[config.mk]
export PLATFORM = sky130hd
export DESIGN_NAME = bulk_endp_fifo
export DESIGN_NICKNAME = d
export VERILOG_FILES = /design/src/rtl/bulk_endp_pkg.sv /design/src/rtl/sync_fifo_spec.sv /design/src/rtl/bulk_endp_fifo.sv
export SDC_FILE = /design/constraint.sdc
export NUM_CORES = 1
export LEC_CHECK = 0
export ABC_AREA = 1
export ABC_CLOCK_PERIOD_IN_PS = 4000
export BUFFER_PORTS_ARGS = -buffer_cell sky130_fd_sc_hd__buf_2
export CORE_MARGIN = 8
export CORE_UTILIZATION = 47
export DETAILED_ROUTE_END_ITERATION = 7
export SYNTH_ARGS = -nofsm -noshare
export SYNTH_HDL_FRONTEND = slang
export SYNTH_SLANG_ARGS = --single-unit
export TNS_END_PERCENT = 5
[constraint.sdc]
create_clock -name clk_i -period 4 [get_ports clk_i]
set_clock_uncertainty 0.15 [all_clocks]
set_input_delay 0.2 -clock clk_i [delete_from_list [all_inputs] [get_ports clk_i]]
set_output_delay 0.2 -clock clk_i [all_outputs]
set_load 0.01 [all_outputs]
[src/rtl/bulk_endp_pkg.sv]
// Shared definitions for the bulk endpoint pair: FSM state encodings and a
// constant ceil(log2) helper used to size pointers, levels and counters.
package bulk_endp_pkg;

  typedef enum logic [1:0] {
    OUT_IDLE = 2'd0,
    OUT_DATA = 2'd1,
    OUT_NAK  = 2'd2
  } out_state_t;

  typedef enum logic [1:0] {
    IN_IDLE     = 2'd0,
    IN_SEND     = 2'd1,
    IN_WAIT_ACK = 2'd2
  } in_state_t;

  // Smallest r with 2**r >= value.
  function automatic int unsigned ceil_log2(input int unsigned value);
    int unsigned res;
    res = 0;
    for (int unsigned i = 0; i < 32; i++) begin
      if ((64'd1 << i) < 64'(value)) res = i + 1;
    end
    return res;
  endfunction

endpackage

[src/rtl/sync_fifo_spec.sv]
// Byte FIFO with committed and speculative pointers on both sides.
// The writer side may be speculative (OUT: packet bytes land ahead of the
// committed write pointer until commit/revert); the reader side may be
// speculative (IN: packet bytes are read ahead of the committed read pointer
// until the host ACKs, so a retry can reload and resend them).
// Ports:
//   clk_i, rst_i            clock, async active-high reset
//   wr_en, wr_data          write a byte at the speculative write pointer
//   wr_commit, wr_revert    speculative write pointer -> committed / back
//   rd_adv                  advance the speculative read pointer
//   rd_load, rd_commit      reload spec read from committed / commit it
//   rd_data                 byte at the speculative read pointer
//   avail                   spec read pointer != committed write pointer
//   full                    no room for the writer
//   level                   committed write minus committed read
module sync_fifo_spec
  import bulk_endp_pkg::*;
#(
  parameter int unsigned DEPTH   = 16,
  parameter bit          SPEC_WR = 1'b1,
  parameter bit          SPEC_RD = 1'b0
) (
  input  logic                       clk_i,
  input  logic                       rst_i,
  input  logic                       wr_en,
  input  logic [7:0]                 wr_data,
  input  logic                       wr_commit,
  input  logic                       wr_revert,
  input  logic                       rd_adv,
  input  logic                       rd_load,
  input  logic                       rd_commit,
  output logic [7:0]                 rd_data,
  output logic                       avail,
  output logic                       full,
  output logic [ceil_log2(DEPTH):0]  level
);

  localparam int unsigned W  = ceil_log2(DEPTH);
  localparam int unsigned PW = W + 1;

  logic [PW-1:0] wr_ptr, wr_spec, rd_ptr, rd_spec;
  logic [PW-1:0] wr_ptr_nxt, wr_spec_nxt, rd_ptr_nxt, rd_spec_nxt;
  logic [7:0]    mem [DEPTH];

  // Pointer next-state; a non-speculative side keeps committed == speculative.
  always_comb begin
    wr_spec_nxt = wr_spec;
    if (wr_revert)   wr_spec_nxt = wr_ptr;
    else if (wr_en)  wr_spec_nxt = wr_spec + PW'(1);

    wr_ptr_nxt = wr_ptr;
    if (!SPEC_WR)       wr_ptr_nxt = wr_spec_nxt;
    else if (wr_commit) wr_ptr_nxt = wr_spec;

    rd_spec_nxt = rd_spec;
    if (rd_load)     rd_spec_nxt = rd_ptr;
    else if (rd_adv) rd_spec_nxt = rd_spec + PW'(1);

    rd_ptr_nxt = rd_ptr;
    if (!SPEC_RD)       rd_ptr_nxt = rd_spec_nxt;
    else if (rd_commit) rd_ptr_nxt = rd_spec;
  end

  // Pointer registers.
  always_ff @(posedge clk_i or posedge rst_i) begin
    if (rst_i) begin
      wr_ptr  <= '0;
      wr_spec <= '0;
      rd_ptr  <= '0;
      rd_spec <= '0;
    end else begin
      wr_ptr  <= wr_ptr_nxt;
      wr_spec <= wr_spec_nxt;
      rd_ptr  <= rd_ptr_nxt;
      rd_spec <= rd_spec_nxt;
    end
  end

  // Storage, not reset: pointers alone define what is valid.
  always_ff @(posedge clk_i) begin
    if (wr_en && !wr_revert) mem[wr_spec[W-1:0]] <= wr_data;
  end

  assign rd_data = mem[rd_spec[W-1:0]];
  assign avail   = (rd_spec != wr_ptr);
  // Unacked IN bytes and uncommitted OUT bytes both still occupy space.
  assign full    = (wr_spec[W] != rd_ptr[W]) && (wr_spec[W-1:0] == rd_ptr[W-1:0]);
  assign level   = wr_ptr - rd_ptr;

endmodule

[src/rtl/bulk_endp_fifo.sv]
// USB full-speed bulk IN/OUT endpoint pair between the SIE and the app.
// OUT packets are staged speculatively and committed on a clean end of
// packet; a packet is NAKed at its first byte if a full-size packet would
// not fit. IN packets are read speculatively and only retired on ACK, so an
// unacknowledged packet is resent; an optional ZLP follows a full-size packet
// that drains the FIFO.
// Ports:
//   clk_i, rst_i                       clock, async active-high reset
//   app_in_data_i/valid_i/ready_o      app byte stream into the IN FIFO
//   app_out_data_o/valid_o/ready_i     committed OUT bytes to the app
//   in_level_o, out_level_o            committed byte counts
//   in_req_i, in_ready_i               SIE IN transaction / byte consumed
//   in_data_o, in_valid_o, in_nak_o    IN byte, byte valid, NAK token
//   out_data_i/valid_i/err_i/ready_i   SIE OUT byte, error and strobe
//   out_nak_o                          current OUT packet is NAKed
module bulk_endp_fifo
  import bulk_endp_pkg::*;
#(
  parameter int unsigned IN_MAXPACKETSIZE  = 8,
  parameter int unsigned OUT_MAXPACKETSIZE = 8,
  parameter int unsigned IN_DEPTH          = 16,
  parameter int unsigned OUT_DEPTH         = 16,
  parameter bit          ZLP_EN            = 1'b1
) (
  input  logic                          clk_i,
  input  logic                          rst_i,
  input  logic [7:0]                    app_in_data_i,
  input  logic                          app_in_valid_i,
  output logic                          app_in_ready_o,
  output logic [7:0]                    app_out_data_o,
  output logic                          app_out_valid_o,
  input  logic                          app_out_ready_i,
  output logic [ceil_log2(IN_DEPTH):0]  in_level_o,
  output logic [ceil_log2(OUT_DEPTH):0] out_level_o,
  input  logic                          in_req_i,
  input  logic                          in_ready_i,
  output logic [7:0]                    in_data_o,
  output logic                          in_valid_o,
  output logic                          in_nak_o,
  input  logic [7:0]                    out_data_i,
  input  logic                          out_valid_i,
  input  logic                          out_err_i,
  input  logic                          out_ready_i,
  output logic                          out_nak_o
);

  localparam int unsigned IW  = ceil_log2(IN_DEPTH);
  localparam int unsigned OW  = ceil_log2(OUT_DEPTH);
  localparam int unsigned ICW = ceil_log2(IN_MAXPACKETSIZE + 1);
  localparam int unsigned OCW = ceil_log2(OUT_MAXPACKETSIZE + 1);

  // ---------------------------------------------------------------- OUT side
  out_state_t     out_state;
  logic [OCW-1:0] out_cnt;
  logic           out_wr_en, out_commit, out_revert;
  logic           out_avail, out_full, out_no_room, out_eop;
  logic [OW:0]    out_level, out_free;

  assign out_eop     = out_ready_i && !out_valid_i && !out_err_i;
  assign out_free    = (OW+1)'(OUT_DEPTH) - out_level;
  assign out_no_room = out_free < (OW+1)'(OUT_MAXPACKETSIZE);

  // FIFO strobes for the current OUT strobe.
  always_comb begin
    out_wr_en  = 1'b0;
    out_commit = 1'b0;
    out_revert = 1'b0;
    if (out_ready_i) begin
      if (out_err_i) begin
        out_revert = 1'b1;
      end else if (out_valid_i) begin
        case (out_state)
          OUT_IDLE: out_wr_en = !out_no_room && !out_full;
          OUT_DATA: out_wr_en = (out_cnt < OCW'(OUT_MAXPACKETSIZE)) && !out_full;
          default:  out_wr_en = 1'b0;
        endcase
      end else begin
        out_commit = (out_state == OUT_DATA);
        out_revert = (out_state == OUT_NAK);
      end
    end
  end

  // OUT packet FSM; advances only on the SIE strobe.
  always_ff @(posedge clk_i or posedge rst_i) begin
    if (rst_i) begin
      out_state <= OUT_IDLE;
      out_cnt   <= '0;
      out_nak_o <= 1'b0;
    end else if (out_ready_i) begin
      if (out_err_i || !out_valid_i) begin
        out_state <= OUT_IDLE;
        out_cnt   <= '0;
        out_nak_o <= 1'b0;
      end else begin
        case (out_state)
          OUT_IDLE: begin
            if (out_no_room) begin
              out_state <= OUT_NAK;
              out_nak_o <= 1'b1;
            end else begin
              out_state <= OUT_DATA;
              out_cnt   <= OCW'(1);
            end
          end
          OUT_DATA: begin
            // An overlong packet is dropped as a whole.
            if (out_cnt < OCW'(OUT_MAXPACKETSIZE)) begin
              out_cnt <= out_cnt + OCW'(1);
            end else begin
              out_state <= OUT_NAK;
              out_nak_o <= 1'b1;
            end
          end
          default: out_state <= OUT_NAK;
        endcase
      end
    end
  end

  sync_fifo_spec #(
    .DEPTH   (OUT_DEPTH),
    .SPEC_WR (1'b1),
    .SPEC_RD (1'b0)
  ) u_out_fifo (
    .clk_i     (clk_i),
    .rst_i     (rst_i),
    .wr_en     (out_wr_en),
    .wr_data   (out_data_i),
    .wr_commit (out_commit),
    .wr_revert (out_revert),
    .rd_adv    (app_out_ready_i && out_avail),
    .rd_load   (1'b0),
    .rd_commit (1'b0),
    .rd_data   (app_out_data_o),
    .avail     (out_avail),
    .full      (out_full),
    .level     (out_level)
  );

  assign app_out_valid_o = out_avail;
  assign out_level_o     = out_level;

  // ----------------------------------------------------------------- IN side
  in_state_t      in_state;
  logic [ICW-1:0] in_sent;
  logic           in_req_q, in_rise, in_fall;
  logic           in_adv, in_load, in_ack;
  logic           in_avail, in_full, zlp_pending;
  logic [7:0]     in_rd_data;
  logic [IW:0]    in_level;

  assign in_rise = in_req_i && !in_req_q;
  assign in_fall = !in_req_i && in_req_q;

  assign in_valid_o = (in_state == IN_SEND) && in_avail &&
                      (in_sent < ICW'(IN_MAXPACKETSIZE));
  assign in_data_o  = in_valid_o ? in_rd_data : 8'h00;
  assign in_adv     = in_valid_o && in_ready_i;
  assign in_load    = in_rise && (in_state != IN_SEND);
  // A retry (new token) takes precedence over a handshake strobe.
  assign in_ack     = (in_state == IN_WAIT_ACK) && !in_rise && out_eop;

  // IN transaction FSM with NAK and ZLP tracking.
  always_ff @(posedge clk_i or posedge rst_i) begin
    if (rst_i) begin
      in_state    <= IN_IDLE;
      in_req_q    <= 1'b0;
      in_sent     <= '0;
      in_nak_o    <= 1'b1;
      zlp_pending <= 1'b0;
    end else begin
      in_req_q <= in_req_i;
      case (in_state)
        IN_IDLE: begin
          in_nak_o <= (in_level == '0) && !zlp_pending;
          if (in_rise) begin
            in_state <= IN_SEND;
            in_sent  <= '0;
          end
        end
        IN_SEND: begin
          if (in_adv) in_sent <= in_sent + ICW'(1);
          if (in_fall) in_state <= IN_WAIT_ACK;
        end
        IN_WAIT_ACK: begin
          if (in_rise) begin
            in_state <= IN_SEND;
            in_sent  <= '0;
          end else if (in_ack) begin
            in_state    <= IN_IDLE;
            // After commit the FIFO is empty when spec read meets write.
            zlp_pending <= ZLP_EN && (in_sent == ICW'(IN_MAXPACKETSIZE)) && !in_avail;
          end
        end
        default: in_state <= IN_IDLE;
      endcase
    end
  end

  sync_fifo_spec #(
    .DEPTH   (IN_DEPTH),
    .SPEC_WR (1'b0),
    .SPEC_RD (1'b1)
  ) u_in_fifo (
    .clk_i     (clk_i),
    .rst_i     (rst_i),
    .wr_en     (app_in_valid_i && !in_full),
    .wr_data   (app_in_data_i),
    .wr_commit (1'b0),
    .wr_revert (1'b0),
    .rd_adv    (in_adv),
    .rd_load   (in_load),
    .rd_commit (in_ack),
    .rd_data   (in_rd_data),
    .avail     (in_avail),
    .full      (in_full),
    .level     (in_level)
  );

  assign app_in_ready_o = !in_full;
  assign in_level_o     = in_level;

endmodule

==> impl_results.md <==
* Initial DRC Count at 793
* Clock transition at path regs at roughly 60 ps
* CP Max Fanout at 30
* Post-Syn Area per Cell at 11.5 µm²
* Hold Fails Final Rpt at 0
* Initial antenna violation count at 0
* Pre-CTS WS at between 900 and 1000 ps
* ANT cells at 0
* H-tree levels at 2
* Clk root buf: clkbuf_16
* Period utilisation layout at 0.815
* Most frequent cells in the layout: edfxtp_1 (256), nand2_1 (230), nor2_1 (115), o21ai_0 (90), nand3_1 (60)
* Routed WL per cell at 19.3 µm
* Status: finished clean
* Crit path DAT at slightly below 3000 ps
* Crit start category: flip-flop
* Die Y-Extent at approximately 180 µm
* Lkg Pwr at 5.65 nW
* Layout cells sized above 1 at 0.133
* Final setup fails at 0
* Die width at 183 µm
* Netlist cell types at 43
* Worst skew pair latency at about 530 ps
* Port bufs at 55
* Setup slack after layout at approximately 740 ps
* Power Density at 729 mW/mm²
* Post-synth EDFFs at roughly 260
* First-pass GRT wire length at just under 50 mm
* Area Growth Syn to Fin at 15.3%
* Initial Utilization at 0.475
* Yosys warnings at 0
* #FFs+latches synth at around 300
* Gr ovfl total at 0
* Clk sinks at a little over 300
* Vias in the first global route at around 9000
* Post-layout min period at 3260 ps
* Hold/Removal Path Class: primary input to flip-flop
* Inserted Clock Buffers at 34
* Ys async rst share at 0.152
* Post-Route WL at approximately 31 mm
* Placed cells at between 1500 and 2000
* Crit. End Element: output pin
* DRC errors left at 0
* Slew Limit Fails at 0
* Setup TNS at 0 ps
* Worst vdd ir at between 400 and 500 µV
* Routed Antenna Nets at 0
* Layout net count at approximately 1300
* Crit path kind: flip-flop to output pin
* Synthesized area at 0.0131 mm²
* Finished Layout Cells at between 1500 and 2000
* Most used DFF post-synth: edfxtp_1
* Longest Clk Path Bufs at 3
* Seq/Total Area, Yosys at 0.673
* Max-cap viol count at 0
* Largest net degree at the start of global routing at 69
* Slew margin rel. at 0.349
* RSZ-0062 raised after global routing: no
* Worst path required time at 3650 ps
* Worst-margin pin slew at 975 ps
* CTS tree: yes
* Worst hold slack at between 3 and 4 ps
* Drt first pass iters at 7
* Vias at ~8900
* RD Place Congestion at between 0.8 and 0.9
* Syn nets at around 1200
* Vias per inst at approximately 5.5
* Area of the core at between 0.02 and 0.03 mm²
* Commonest non-fill, non-tap cell in the layout: edfxtp_1
* GRT Total Usage at 0.187
* Synth Instances at between 1000 and 1500
* Row count at 61
* DIE AREA at ~0.034 mm²
* Fmax at between 0.3 and 0.4 GHz
* Final Power at ~11 mW
* IO Count at 56
* HPWL Detailed at between 15 and 20 mm
state kept, by name, indices dropped and copies added (netlist names), 2 cells and up:
signal and count:
u_in_fifo.mem 128, u_out_fifo.mem 128, u_in_fifo.rd_ptr 5, u_in_fifo.rd_spec 5, u_in_fifo.wr_ptr 5, u_out_fifo.rd_ptr 5
u_out_fifo.wr_ptr 5, u_out_fifo.wr_spec 5, in_sent 4, out_cnt 4, in_state 2, out_state 2
power breakdown:
part           switching, mW  internal [mW]  total [mW]  leakage (nW)
Sequential             0.227           3.74        3.97          2.90
Clock                   1.25           1.86        3.11         0.540
Combinational           2.67           1.28        3.95          2.21
Total                   4.15           6.88        11.0          5.65
path summary, 6_finish.rpt:
check                                startpoint  depth (start not counted)  slack, ps               endpoint
min in group asynchronous                 rst_i                          3        320           out_state[0]
min reg2reg                           out_nak_o                          2        320              out_nak_o
max in group asynchronous                 rst_i                          3       2690   u_in_fifo.rd_spec[0]
min                               out_data_i[5]                          1          3  u_out_fifo.mem[14][5]
max reg2reg                u_out_fifo.rd_ptr[1]                          9        950  u_out_fifo.mem[15][7]
max                        u_in_fifo.rd_spec[1]                         10        740           in_data_o[4]
cell usage after synthesis (8+ instances only):
library cell | number | area, µm²
a21oi_1 | 51 | 255
a22oi_1 | 13 | 97.6
a32o_1 | 8 | 80.1
a32oi_1 | 8 | 70.1
buf_2 | 22 | 110
clkbuf_1 | 20 | 75.1
dfrtp_1 | 45 | 1130
edfxtp_1 | 256 | 7690
ha_1 | 21 | 263
inv_1 | 51 | 191
inv_2 | 10 | 37.5
nand2_1 | 230 | 863
nand2_2 | 8 | 50.1
nand3_1 | 60 | 300
nor2_1 | 115 | 432
nor3_1 | 16 | 80.1
o211ai_1 | 11 | 82.6
o21ai_0 | 90 | 450
o221ai_1 | 13 | 114
o22ai_1 | 19 | 119
xor2_1 | 18 | 158
kinds of logic (layout without fill, tap and decap cells):
group / Yosys count / count (layout) / synth area share
simple gates: 454 / 454 / 0.148
compound gates: 220 / 220 / 0.100
fa+ha+maj: 23 / 23 / 0.0231
xor+xnor: 25 / 25 / 0.0167
buf+inv: 115 / 222 / 0.0381
flops: 302 / 302 / 0.673
worst max-delay path: stages (launching register included):
cell and delay, ps:
dfrtp_1 350, buf_4 220, inv_2 470, buf_4 380, a21oi_1 70, a22oi_1 280, nand2_1 100, nand3_1 120
o211ai_1 100, nor2_1 130, buf_2 160
through the flow:
step / area, µm² / util
final: 15100 / 0.548
after global routing: 15100 / 0.548
after CTS: 15100 / 0.547
after detailed placement: 13800 / 0.499
after global placement: 13800 / 0.499
after floorplan: 13100 / -
final cells by class:
| cell class | instances | area [µm²] |
|---|---|---|
| clock buffers | 47 | 940 |
| clock inverters | 11 | 175 |
| fillers | 2382 | 12500 |
| inverters | 63 | 236 |
| multi-input cells | 722 | 3790 |
| flip-flops and latches | 302 | 8840 |
| well taps | 378 | 473 |
| repair buffers | 101 | 678 |
timing repair:
| action | 4_1_cts | 5_1_grt |
|---|---|---|
| hold buffers | 22 | 1 |
| endpoints found under the hold margin | 268 | 1 |
| setup buffers | 0 | 0 |
| gates resized for setup | 0 | 0 |
per-layer routing:
| metal | share of wire | wire [µm] | track usage |
|---|---|---|---|
| met2 | 0.46 | 14400 | 0.296 |
| met4 | 0.023 | 716 | 0.0599 |
| met3 | 0.056 | 1760 | 0.0285 |
| met5 | 0 | 0 | 0 |
| met1 | 0.46 | 14400 | 0.261 |
Power figures use the tool's default switching activity.
